<file path="src/rtl/pc_sequencer.sv">
// Fetch-address generator: sequential, stall, PC-relative branch, branch-with-link
// and return predicted through a circular return-address stack.
module pc_sequencer #(
    parameter int                    ADDR_WIDTH   = 32,
    parameter int                    IMM_WIDTH    = 24,
    parameter int                    RAS_DEPTH    = 4,
    parameter logic [ADDR_WIDTH-1:0] RESET_VECTOR = '0
) (
    input  logic                           clk,
    input  logic                           Reset,
    input  logic                           stall,
    input  logic                           branch,
    input  logic                           link,
    input  logic                           ret,
    input  logic [IMM_WIDTH-1:0]           branchImmediate,
    output logic [ADDR_WIDTH-1:0]          pc,
    output logic [ADDR_WIDTH-1:0]          pc_plus4,
    output logic [$clog2(RAS_DEPTH):0]     ras_count,
    output logic                           ras_overflow,
    output logic                           ras_underflow
);

    localparam int PTR_W = $clog2(RAS_DEPTH);
    localparam int CNT_W = PTR_W + 1;

    logic [ADDR_WIDTH-1:0] ras_mem [RAS_DEPTH];
    logic [PTR_W-1:0]      top;
    logic [ADDR_WIDTH-1:0] imm_ext;
    logic [ADDR_WIDTH-1:0] target;
    logic                  do_pop;
    logic                  do_push;

    assign pc_plus4 = pc + ADDR_WIDTH'(4);
    assign imm_ext  = {{(ADDR_WIDTH-IMM_WIDTH){branchImmediate[IMM_WIDTH-1]}}, branchImmediate};
    assign target   = pc_plus4 + (imm_ext << 2);

    assign do_pop  = !stall && ret && (ras_count != '0);
    assign do_push = !stall && !ret && branch && link;

    // Stack contents need no reset; only the pointer and count define validity.
    always_ff @(posedge clk) begin
        if (!Reset && do_push) begin
            ras_mem[top + PTR_W'(1)] <= pc_plus4;
        end
    end

    always_ff @(posedge clk) begin
        if (Reset) begin
            pc            <= RESET_VECTOR;
            top           <= '0;
            ras_count     <= '0;
            ras_overflow  <= 1'b0;
            ras_underflow <= 1'b0;
        end else begin
            ras_overflow  <= 1'b0;
            ras_underflow <= 1'b0;
            if (!stall) begin
                if (ret) begin
                    if (do_pop) begin
                        pc        <= ras_mem[top];
                        top       <= top - PTR_W'(1);
                        ras_count <= ras_count - CNT_W'(1);
                    end else begin
                        pc            <= pc_plus4;
                        ras_underflow <= 1'b1;
                    end
                end else if (branch) begin
                    pc <= target;
                    if (link) begin
                        top <= top + PTR_W'(1);
                        // A full stack wraps onto the oldest entry instead of growing.
                        if (ras_count == CNT_W'(RAS_DEPTH)) begin
                            ras_overflow <= 1'b1;
                        end else begin
                            ras_count <= ras_count + CNT_W'(1);
                        end
                    end
                end else begin
                    pc <= pc_plus4;
                end
            end
        end
    end

endmodule

</file>
<file path="config.mk">
export PLATFORM = sky130hd
export DESIGN_NAME = pc_sequencer
export DESIGN_NICKNAME = d
export VERILOG_FILES = /design/src/rtl/pc_sequencer.sv
export SDC_FILE = /design/constraint.sdc
export NUM_CORES = 1
export LEC_CHECK = 0
export CORE_ASPECT_RATIO = 0.75
export CORE_MARGIN = 2
export CORE_UTILIZATION = 55
export CTS_CLUSTER_DIAMETER = 60
export DETAILED_ROUTE_END_ITERATION = 10
export PLACE_DENSITY = 0.74
export SLEW_MARGIN = 20
export SYNTH_ARGS = -nofsm -noshare
export SYNTH_HDL_FRONTEND = slang
export SYNTH_SLANG_ARGS = --single-unit
</file>
<file path="constraint.sdc">
create_clock -name clk -period 4.2 [get_ports clk]
set_input_delay 0.84 -clock clk [delete_from_list [all_inputs] [get_ports clk]]
set_output_delay 0.84 -clock clk [all_outputs]
set_load 0.01 [all_outputs]
</file>
==> metrics.cfg, run 1 <==
[status]
status=complete, no violations

[min_path]
hold-path-cell-count=2
min-delay-start=pc[7]$_SDFFE_PP0N_
worstHoldEndpoint=pc[7]$_SDFFE_PP0N_
hold_class=register to register

[yosys]
ys.warnings.count=0
post_synth_and_or_nand_nor_area_fraction_pct=10.57
netlist_top_cells_area=edfxtp_1 (44%), dfxtp_1 (9.3%), mux4_2 (8.2%)
yosys.area.top_type_share_pct=43.65
synthArstFlopShare_pct=0
synth.yosys.seq_area_share_pct=52.98
synth.net_count=786
yosys.area.top_type=edfxtp_1
adder_cell_area_share_of_the_yosys_netlist_pct=6.139
synth-xor-area-share_pct=5.471
synth.most_common_cell=edfxtp_1
ys_top_cells_by_count=edfxtp_1 (128), nand2_1 (50), nor2_1 (49)
mappedNetlistArea_um2=8805
synth-seq-cells=169
synth-edff-count=128
postSynthAreaPerCell_um2=12.33
synthesis.instances=714
synth_flop_type=edfxtp_1
synth_mux_area_share_pct=8.668
synth-compound-area-share_pct=13.23
dominant_combinational_cell_family_by_area_after_synthesis=compound AO/OA/AOI/OAI gates
yosys.cell_types.count=66

[drt]
final_antenna_net_count=0
routedWlPerCell_um=23.38
drt_first_pass_iters=5
dr.first_iter.drc_count=619
detail_route.wirelength_mm=24.79
vias=6633
drt_drc_violations_left=0
detail_route.vias_per_cell=6.258

[clock_network]
postCtsSetupBuffers=0
cts_tree=done
worstSkewPairLatency_ns=0.42
num_cts_buffers=17
cts_hold_buffers=0
clk_pin_slew_worst_paths_ns=0.07
clock_buffer_depth=2
root_buffer_selected_by_cts=clkbuf_16
cts_sinks=169
clock_tree.htree_level_count=4

[timing]
final_hold_viol_count=0
post-route-period-util_pct=96.69
timing_worst_slew_pin_value_ns=0.7056
timing.final.setup_violations=0
maxSlewViolCount=0
timing.setup.tns_ns=0
timing.max_slew.rel_slack_pct=52.62
setup_repair_after_global_routing_missed_its_margin=false
period_minus_slack_ns=4.061
max_freq_ghz=0.2463
worst_slack_ns=0.1391
fin_skew_ns=0.009171

[global_route]
grtUsageTotal_pct=30.10
grt_util_met1_pct=46.20
grt_start_max_net_pins=39
grt_first_pass_wirelength_mm=37.78
grt_peak_use_layer=met1
grt.overflow.total=0
first_global_vias=6508
globalRouteMet3Util_pct=7.040
grt.met2_usage_pct=43.17
grt_antenna_before_repair=0

[worst_setup_path]
crit_path_max_fanout=7
regToRegStartpoint=pc[2]$_SDFFE_PP0N_
r2r.worst_path.cells=14
delay_of_the_slowest_cell_on_the_worst_path_ns=0.65
worstSetupStartpointType=register
path_cells=nand4_2 -> or4_4 -> nor3_4 -> nand2_1 -> xnor2_1 -> clkdlybuf4s50_1
cp_data_arrival_time_ns=3.22
cp_slowest_cell=clkdlybuf4s50_1
worst_r2r_endpoint=pc[22]$_SDFFE_PP0N_
critical_path.endpoint_type=output pin
cp.required_ns=3.36
startpoint=pc[9]$_SDFFE_PP0N_
setup.reg_to_reg.worst_slack_ns=0.26
critical_setup_path_class=register to output pin

[final_layout]
fillers=1172
final_stage_net_count=909
design_area_um2=10880
finalNonFillerCells=1060
final_layout_size_suffix_gt1_share_pct=14.71
layout-area-overhead-vs-synth_pct=23.60
antennaDiodeCount=0

[power_and_ir_drop]
p_clk_share_pct=37.8
sw_frac_of_total_pct=27.45
power.switching_w=0.001238
pwr-share-comb_pct=20.1
ir_drop_worst_case_vdd_uv=322.2
p_int_w=0.003271
power_w=0.004508
power.share.sequential_pct=42.1
power_per_cell_area_nw_per_um2=414.3
leakagePower_nw=4.033

[floorplan]
die_width_um=150.1
start_util_pct=55.67
core_area_um2=15820
chipHeight_um=113.6
fp.dieArea_um2=17050
io_pins=99
std_cell_rows=40

[place]
detailed_place_hpwl_mm=17.07
dp_cells=1028
place.port_buffers=98
dp_worst_setup_slack_ns=0.2662
place_congestion=0.9489
postPlaceCellArea_um2=10200

[run]
total_of_max_cap_violations=0

==> worst max path at each step <==
stage	endpoint	slack, ns
2_1_floorplan	pc[28]$_SDFFE_PP0N_	0.52
5_1_grt	pc[22]$_SDFFE_PP0N_	0.005
6_report	pc_plus4[28]	0.14
3_3_place_gp	pc[25]$_SDFFE_PP0N_	0.27
4_1_cts	pc_plus4[31]	0.12
3_5_place_dp	pc[25]$_SDFFE_PP0N_	0.27
==> power groups by stage <==
stage	Clock (W)	Combinational, W	Sequential [W]
2_1_floorplan	0	0.000520	0.00194
3_3_place_gp	0	0.000871	0.00193
3_5_place_dp	0	0.000879	0.00193
4_1_cts	0.00171	0.000892	0.00189
5_1_grt	0.00179	0.000977	0.00190
6_report	0.00170	0.000908	0.00190
==> placed cells by master (no fill, tap or decap), types with 21 or more instances in the layout <==
cell type and n:
mux4_2 32, ha_1 39, clkdlybuf4s50_1 97, a21o_1 21
dfxtp_1 40, a21oi_1 42, a221oi_1 32, edfxtp_1 128
nand2_1 50, nor2_1 48, buf_4 38, xnor2_1 35
inv_1 32
==> critical path: cells and delay by family, from the launching register on <==
kind	cells	cell delay [ns]
XOR/XNOR	1	0.51
buffers and inverters	1	0.65
flip-flops	1	0.43
AND/OR/NAND/NOR	4	1.20
==> flip-flops by register name (all words and copies together), names as in the netlist, named ones only <==
name and flops:
ras_count 3, ras_mem 128, pc 32, ras_underflow 1, ras_overflow 1, top 2
==> through the flow <==
stage                     util [%]  hold WS, ns
final                        68.81       0.5249
after global routing         68.81       0.5624
after CTS                    68.54       0.5236
after detailed placement     64.52       0.5067
after global placement       64.52       0.4925
after floorplan                  -       0.5124
==> per-layer routing <==
layer  part of all wire (%)  vias to the layer above
met1                     47                     3302
met3                    8.9                       30
li1                       -                     2982
met4                    1.1                        0
met2                     43                      319
met5                      0                        -
==> layout make-up <==
cell class,count,area (µm²),area share [%]
flip-flops and latches,169,4666,42.87
repair buffers,136,1261,11.59
multi-input cells,479,3929,36.10
well taps,210,262.8,2.414
inverters,34,127.6,1.173
clock buffers,18,429.2,3.943
clock inverters,14,207.7,1.908
==> repair_timing <==
action                                  4_1_cts  5_1_grt
resized for setup                             0        7
endpoints found under the hold margin         0        0
endpoints found under the setup margin        0        8
==> kinds of logic after synthesis <==
logic type / count (synthesis)
xor+xnor: 55
buf+inv: 66
simple gates: 181
compound gates: 165
fa+ha+maj: 42
mux: 36
flops: 169
(Power assumes the default switching activity.)
==> inputs of run 2 (changes only) <==
--- a/config.mk
+++ b/config.mk
@@ -10,7 +10,8 @@
 export CORE_UTILIZATION = 55
 export CTS_CLUSTER_DIAMETER = 60
 export DETAILED_ROUTE_END_ITERATION = 10
-export PLACE_DENSITY = 0.74
+export DONT_BUFFER_PORTS = 1
+export PLACE_DENSITY = 0.66
 export SLEW_MARGIN = 20
 export SYNTH_ARGS = -nofsm -noshare
 export SYNTH_HDL_FRONTEND = slang
==> metrics.cfg, run 2 (synthesized netlist as in run 1, its figures left out) <==
[status]
status=complete, no violations

[global_route]
grtUsageTotal_pct=28.19
grt_antenna_before_repair=0
grt.overflow.total=0
grt_first_pass_wirelength_mm=35.57
first_global_vias=6094
grt_start_max_net_pins=68

[timing]
timing.max_slew.rel_slack_pct=34.04
timing_worst_slew_pin_value_ns=0.9894
final_hold_viol_count=0
worst_slack_ns=0.2449
maxSlewViolCount=0
fin_skew_ns=0.01331
period_minus_slack_ns=3.955
timing.final.setup_violations=0
post-route-period-util_pct=94.17
max_freq_ghz=0.2528

[drt]
final_antenna_net_count=0
detail_route.vias_per_cell=6.384
detail_route.wirelength_mm=23.06
vias=6180
drt_first_pass_iters=5
drt_drc_violations_left=0
dr.first_iter.drc_count=488
routedWlPerCell_um=23.82

[run]
total_of_max_cap_violations=0

[final_layout]
antennaDiodeCount=0
design_area_um2=9933
layout-area-overhead-vs-synth_pct=12.82
final_common_cell=edfxtp_1
area.sequential_um2=4666
fillers=1250
final_stage_net_count=817
regMostFlops=ras_mem
multi_input_area_um2=3904
utilization_pct=62.81
final_cell_mix=edfxtp_1 (128), nand2_1 (50), nor2_1 (48), a21oi_1 (42), buf_4 (42)
largest_register_ffs=128
final_layout_size_suffix_gt1_share_pct=16.62
largestRegisters=ras_mem x128, pc x32, ras_count x3

[clock_network]
root_buffer_selected_by_cts=clkbuf_16
num_cts_buffers=17
cts_tree=done
postCtsSetupBuffers=0
worstSkewPairLatency_ns=0.43
clk_pin_slew_worst_paths_ns=0.07
clock_tree.htree_level_count=4
cts_sinks=169
clock_buffer_depth=2
cts_hold_buffers=0

[worst_setup_path]
path_cells=and3_1 -> nand2_1 -> nor3_1 -> xnor2_1 -> ha_1 -> a21oi_1 -> nor2_1 -> a211oi_1 -> o31ai_4 -> a31o_2 -> a31oi_1 -> a32o_1 -> mux2i_1 -> a21o_1
cp_top_family=compound AO/OA/AOI/OAI gates
r2r.worst_path.cells=14
delay_of_the_slowest_cell_on_the_worst_path_ns=0.46
worstSetupStartpointType=register
critical_path_cell_count=14
crit_path_max_fanout=6
setup.reg_to_reg.worst_slack_ns=0.24
cp_slowest_cell=dfxtp_1
cp.required_ns=4.57
critPathBufInv=0
critical_setup_path_class=register to register
cp_data_arrival_time_ns=4.32
critical_path.endpoint_type=register

[floorplan]
chipHeight_um=113.6
std_cell_rows=40
die_width_um=150.1
io_pins=99
core_area_um2=15820
start_util_pct=55.67
fp.dieArea_um2=17050

[min_path]
hold_class=input pin to register
hold-path-cell-count=1

[place]
postPlaceCellArea_um2=9298
dp_worst_setup_slack_ns=0.1600
place_congestion=0.8895
place.port_buffers=0
detailed_place_hpwl_mm=15.77

[power_and_ir_drop]
leakagePower_nw=3.668
power_per_cell_area_nw_per_um2=431.8
ir_drop_worst_case_vdd_uv=351.8
power_w=0.004289

## run 2: cell types whose count changed in the layout (fill, tap and decap cells not counted), sizes merged
cell           previous run  this run
clkdlybuf4s50            97         0
inv                      41        36
clkbuf                   18        20
buf                      39        44
clkinv                    2         5
## run 2: stage by stage
stage | setup TNS (ns) | std cells | hold slack, ns
after detailed placement | 0 | 936 | 0.5452
after CTS | 0 | 968 | 0.4709
after floorplan | 0 | 714 | 0.5124
final | 0 | 968 | 0.4913
after global routing | -0.01965 | 968 | 0.4650
after global placement | 0 | 936 | 0.5303
## run 2: layer usage
layer	GRT usage [%]	up-vias	share of wire [%]	routed length [µm]
li1	-	2804	-	-
met1	40.55	3077	45	10460
met2	41.67	275	44	10190
met3	8.720	24	9.2	2123
met4	8.050	0	1.3	289
met5	0	-	0	0
## run 2: area by class of cell
type / instances / share of cell area [%]
clock buffer: 20 / 4.497
clock inverter: 12 / 1.726
inverter: 34 / 1.285
multi-input combinational: 479 / 39.30
sequential: 169 / 46.97
tap: 210 / 2.645
timing repair buffer: 44 / 3.577
## run 2: path summary, 6_finish.rpt
check                                            to                 from
worst max register to register  pc[30]$_SDFFE_PP0N_   pc[2]$_SDFFE_PP0N_
worst min-delay path             pc[1]$_SDFFE_PP0P_                Reset
worst max-delay path            pc[30]$_SDFFE_PP0N_   pc[2]$_SDFFE_PP0N_
worst min register to register             register  top[1]$_SDFFE_PP0P_
## run 2: repair_timing
action	4_1_cts	5_1_grt
endpoints found under the setup margin	0	5
resized for setup	0	5
endpoints found under the hold margin	0	0
## run 2: report_power, final
part           total (W)  switching (W)  internal [W]
Combinational   0.000719       0.000421      0.000298
Clock            0.00165       0.000637       0.00101
Sequential       0.00192      0.0000697       0.00185
==> inputs of run 3 (changes only) <==
--- a/config.mk
+++ b/config.mk
@@ -5,8 +5,9 @@
 export SDC_FILE = /design/constraint.sdc
 export NUM_CORES = 1
 export LEC_CHECK = 0
+export CAP_MARGIN = 40
 export CORE_ASPECT_RATIO = 0.75
-export CORE_MARGIN = 2
+export CORE_MARGIN = 4
 export CORE_UTILIZATION = 55
 export CTS_CLUSTER_DIAMETER = 60
 export DETAILED_ROUTE_END_ITERATION = 10
==> metrics.cfg, run 3 (synthesized netlist as in run 1, its figures left out) <==
[timing]
setup_repair_after_global_routing_missed_its_margin=false
post-route-period-util_pct=94.28
fin_skew_ns=0.01003
max_freq_ghz=0.2526
final_hold_viol_count=0
hold-worst-slack_ns=0.4820
period_minus_slack_ns=3.960
timing_worst_slew_pin_value_ns=0.8101
maxSlewViolCount=0
timing.final.setup_violations=0
timing.setup.tns_ns=0
timing.max_slew.rel_slack_pct=45.61

[global_route]
grt_start_max_net_pins=68
grt_peak_use_layer=met2
grt.overflow.total=0
grt_antenna_before_repair=0
globalRouteMet3Util_pct=7.828
grt_first_pass_wirelength_mm=38.14
grt.met2_usage_pct=42.26
grt_util_met1_pct=38.86
grtUsageTotal_pct=27.52
first_global_vias=6305

[run]
total_of_max_cap_violations=0

[drt]
drt_first_pass_iters=5
dr.first_iter.drc_count=637
detail_route.vias_per_cell=6.519
detail_route.wirelength_mm=24.93
drt_drc_violations_left=0
vias=6330
final_antenna_net_count=0
routedWlPerCell_um=25.68

[worst_setup_path]
regToRegStartpoint=pc[12]$_SDFFE_PP0N_
setup.reg_to_reg.worst_slack_ns=0.24
crit_path_max_fanout=8
cp.required_ns=4.54
r2r.worst_path.cells=14
worstSetupStartpointType=register
worst_r2r_endpoint=pc[25]$_SDFFE_PP0N_
cp_data_arrival_time_ns=4.30
critical_setup_path_class=register to register
critical_path.endpoint_type=register
startpoint=pc[12]$_SDFFE_PP0N_

[final_layout]
regMostFlops=ras_mem
largestRegisters=ras_mem x128, pc x32, ras_count x3
final_layout_size_suffix_gt1_share_pct=17.36
final_cell_mix=edfxtp_1 (128), buf_4 (52), nand2_1 (50), nor2_1 (47), a21oi_1 (42)
antennaDiodeCount=0
largest_register_ffs=128
finalNonFillerCells=971
final_common_cell=edfxtp_1
final_stage_net_count=825
layout-area-overhead-vs-synth_pct=12.38

[floorplan]
io_pins=99
core_area_um2=15470
chipHeight_um=117.6
start_util_pct=56.92
std_cell_rows=39
fp.dieArea_um2=18120
die_width_um=154.1

[clock_network]
clock_tree.htree_level_count=4
post_cts_resized=0
worstSkewPairLatency_ns=0.43
root_buffer_selected_by_cts=clkbuf_16
cts_tree=done
cts_sinks=169
postCtsSetupBuffers=0
cts_hold_buffers=0
clk_pin_slew_worst_paths_ns=0.07
clock_buffer_depth=2
num_cts_buffers=17

[power_and_ir_drop]
power_w=0.004165
ir_drop_worst_case_vdd_uv=306.3
leakagePower_nw=3.659
power_per_cell_area_nw_per_um2=420.9

[place]
detailed_place_hpwl_mm=17.46
dp_cells=939
place_congestion=0.9516
place.port_buffers=0

[min_path]
worstHoldEndpoint=pc[0]$_SDFFE_PP0P_
hold-path-cell-count=1
hold_class=input pin to register
min-delay-start=Reset

[status]
status=complete, no violations

run 3: cell types whose count changed in the layout (fill, tap and decap cells not counted), moves of 2 or more:
cell | previous run | this run
buf_12 | 2 | 0
buf_4 | 42 | 52
bufinv_16 | 4 | 1
clkinvlp_4 | 1 | 3
run 3: final cells by class:
class / count / area (µm²)
fillers: 1173 / 5574
flip-flops and latches: 169 / 4666
multi-input cells: 479 / 3901
clock buffers: 20 / 436.7
repair buffers: 52 / 390.4
well taps: 205 / 256.5
inverters: 34 / 127.6
clock inverters: 12 / 116.4
run 3: worst max-delay path by stage:
stage                     slack (ns)             endpoint
after floorplan                 0.52  pc[28]$_SDFFE_PP0N_
after CTS                       0.21  pc[21]$_SDFFE_PP0N_
final                           0.24  pc[25]$_SDFFE_PP0N_
after global routing            0.02  pc[21]$_SDFFE_PP0N_
after global placement          0.30  pc[25]$_SDFFE_PP0N_
after detailed placement        0.27  pc[21]$_SDFFE_PP0N_
run 3: per-layer routing:
metal	wire (µm)	up-vias	share of wire [%]
met3	2419	36	9.7
met1	10740	3187	43
met4	425	0	1.7
met5	0	-	0
li1	-	2820	-
met2	11350	287	46
run 3: critical path, cell delays in order (launching register included):
cell and delay [ns]:
dfxtp_1 0.39, clkinv_1 0.15, or4_4 0.63, nor2_8 0.16, nand2_1 0.16, nor2_1 0.19
xnor2_1 0.26, ha_1 0.37, a21o_1 0.19, a21o_1 0.18, a21oi_1 0.27, nor2b_1 0.32
o21bai_1 0.15, and3_1 0.21, o32ai_2 0.23
run 3: power breakdown:
part           switching (W)  leakage, nW  internal, W
logic               0.000445         1.89     0.000302
clock network       0.000685        0.261     0.000826
registers          0.0000565         1.51      0.00185
total                0.00119         3.66      0.00298
run 3: stage by stage:
step,area (µm²),util [%],setup WS [ns]
floorplan,8805,-,0.5198
global placement,9319,60.24,0.2981
detailed placement,9326,60.29,0.2655
CTS,9879,63.87,0.2053
global route,9894,63.97,0.01777
finish,9894,63.97,0.2404
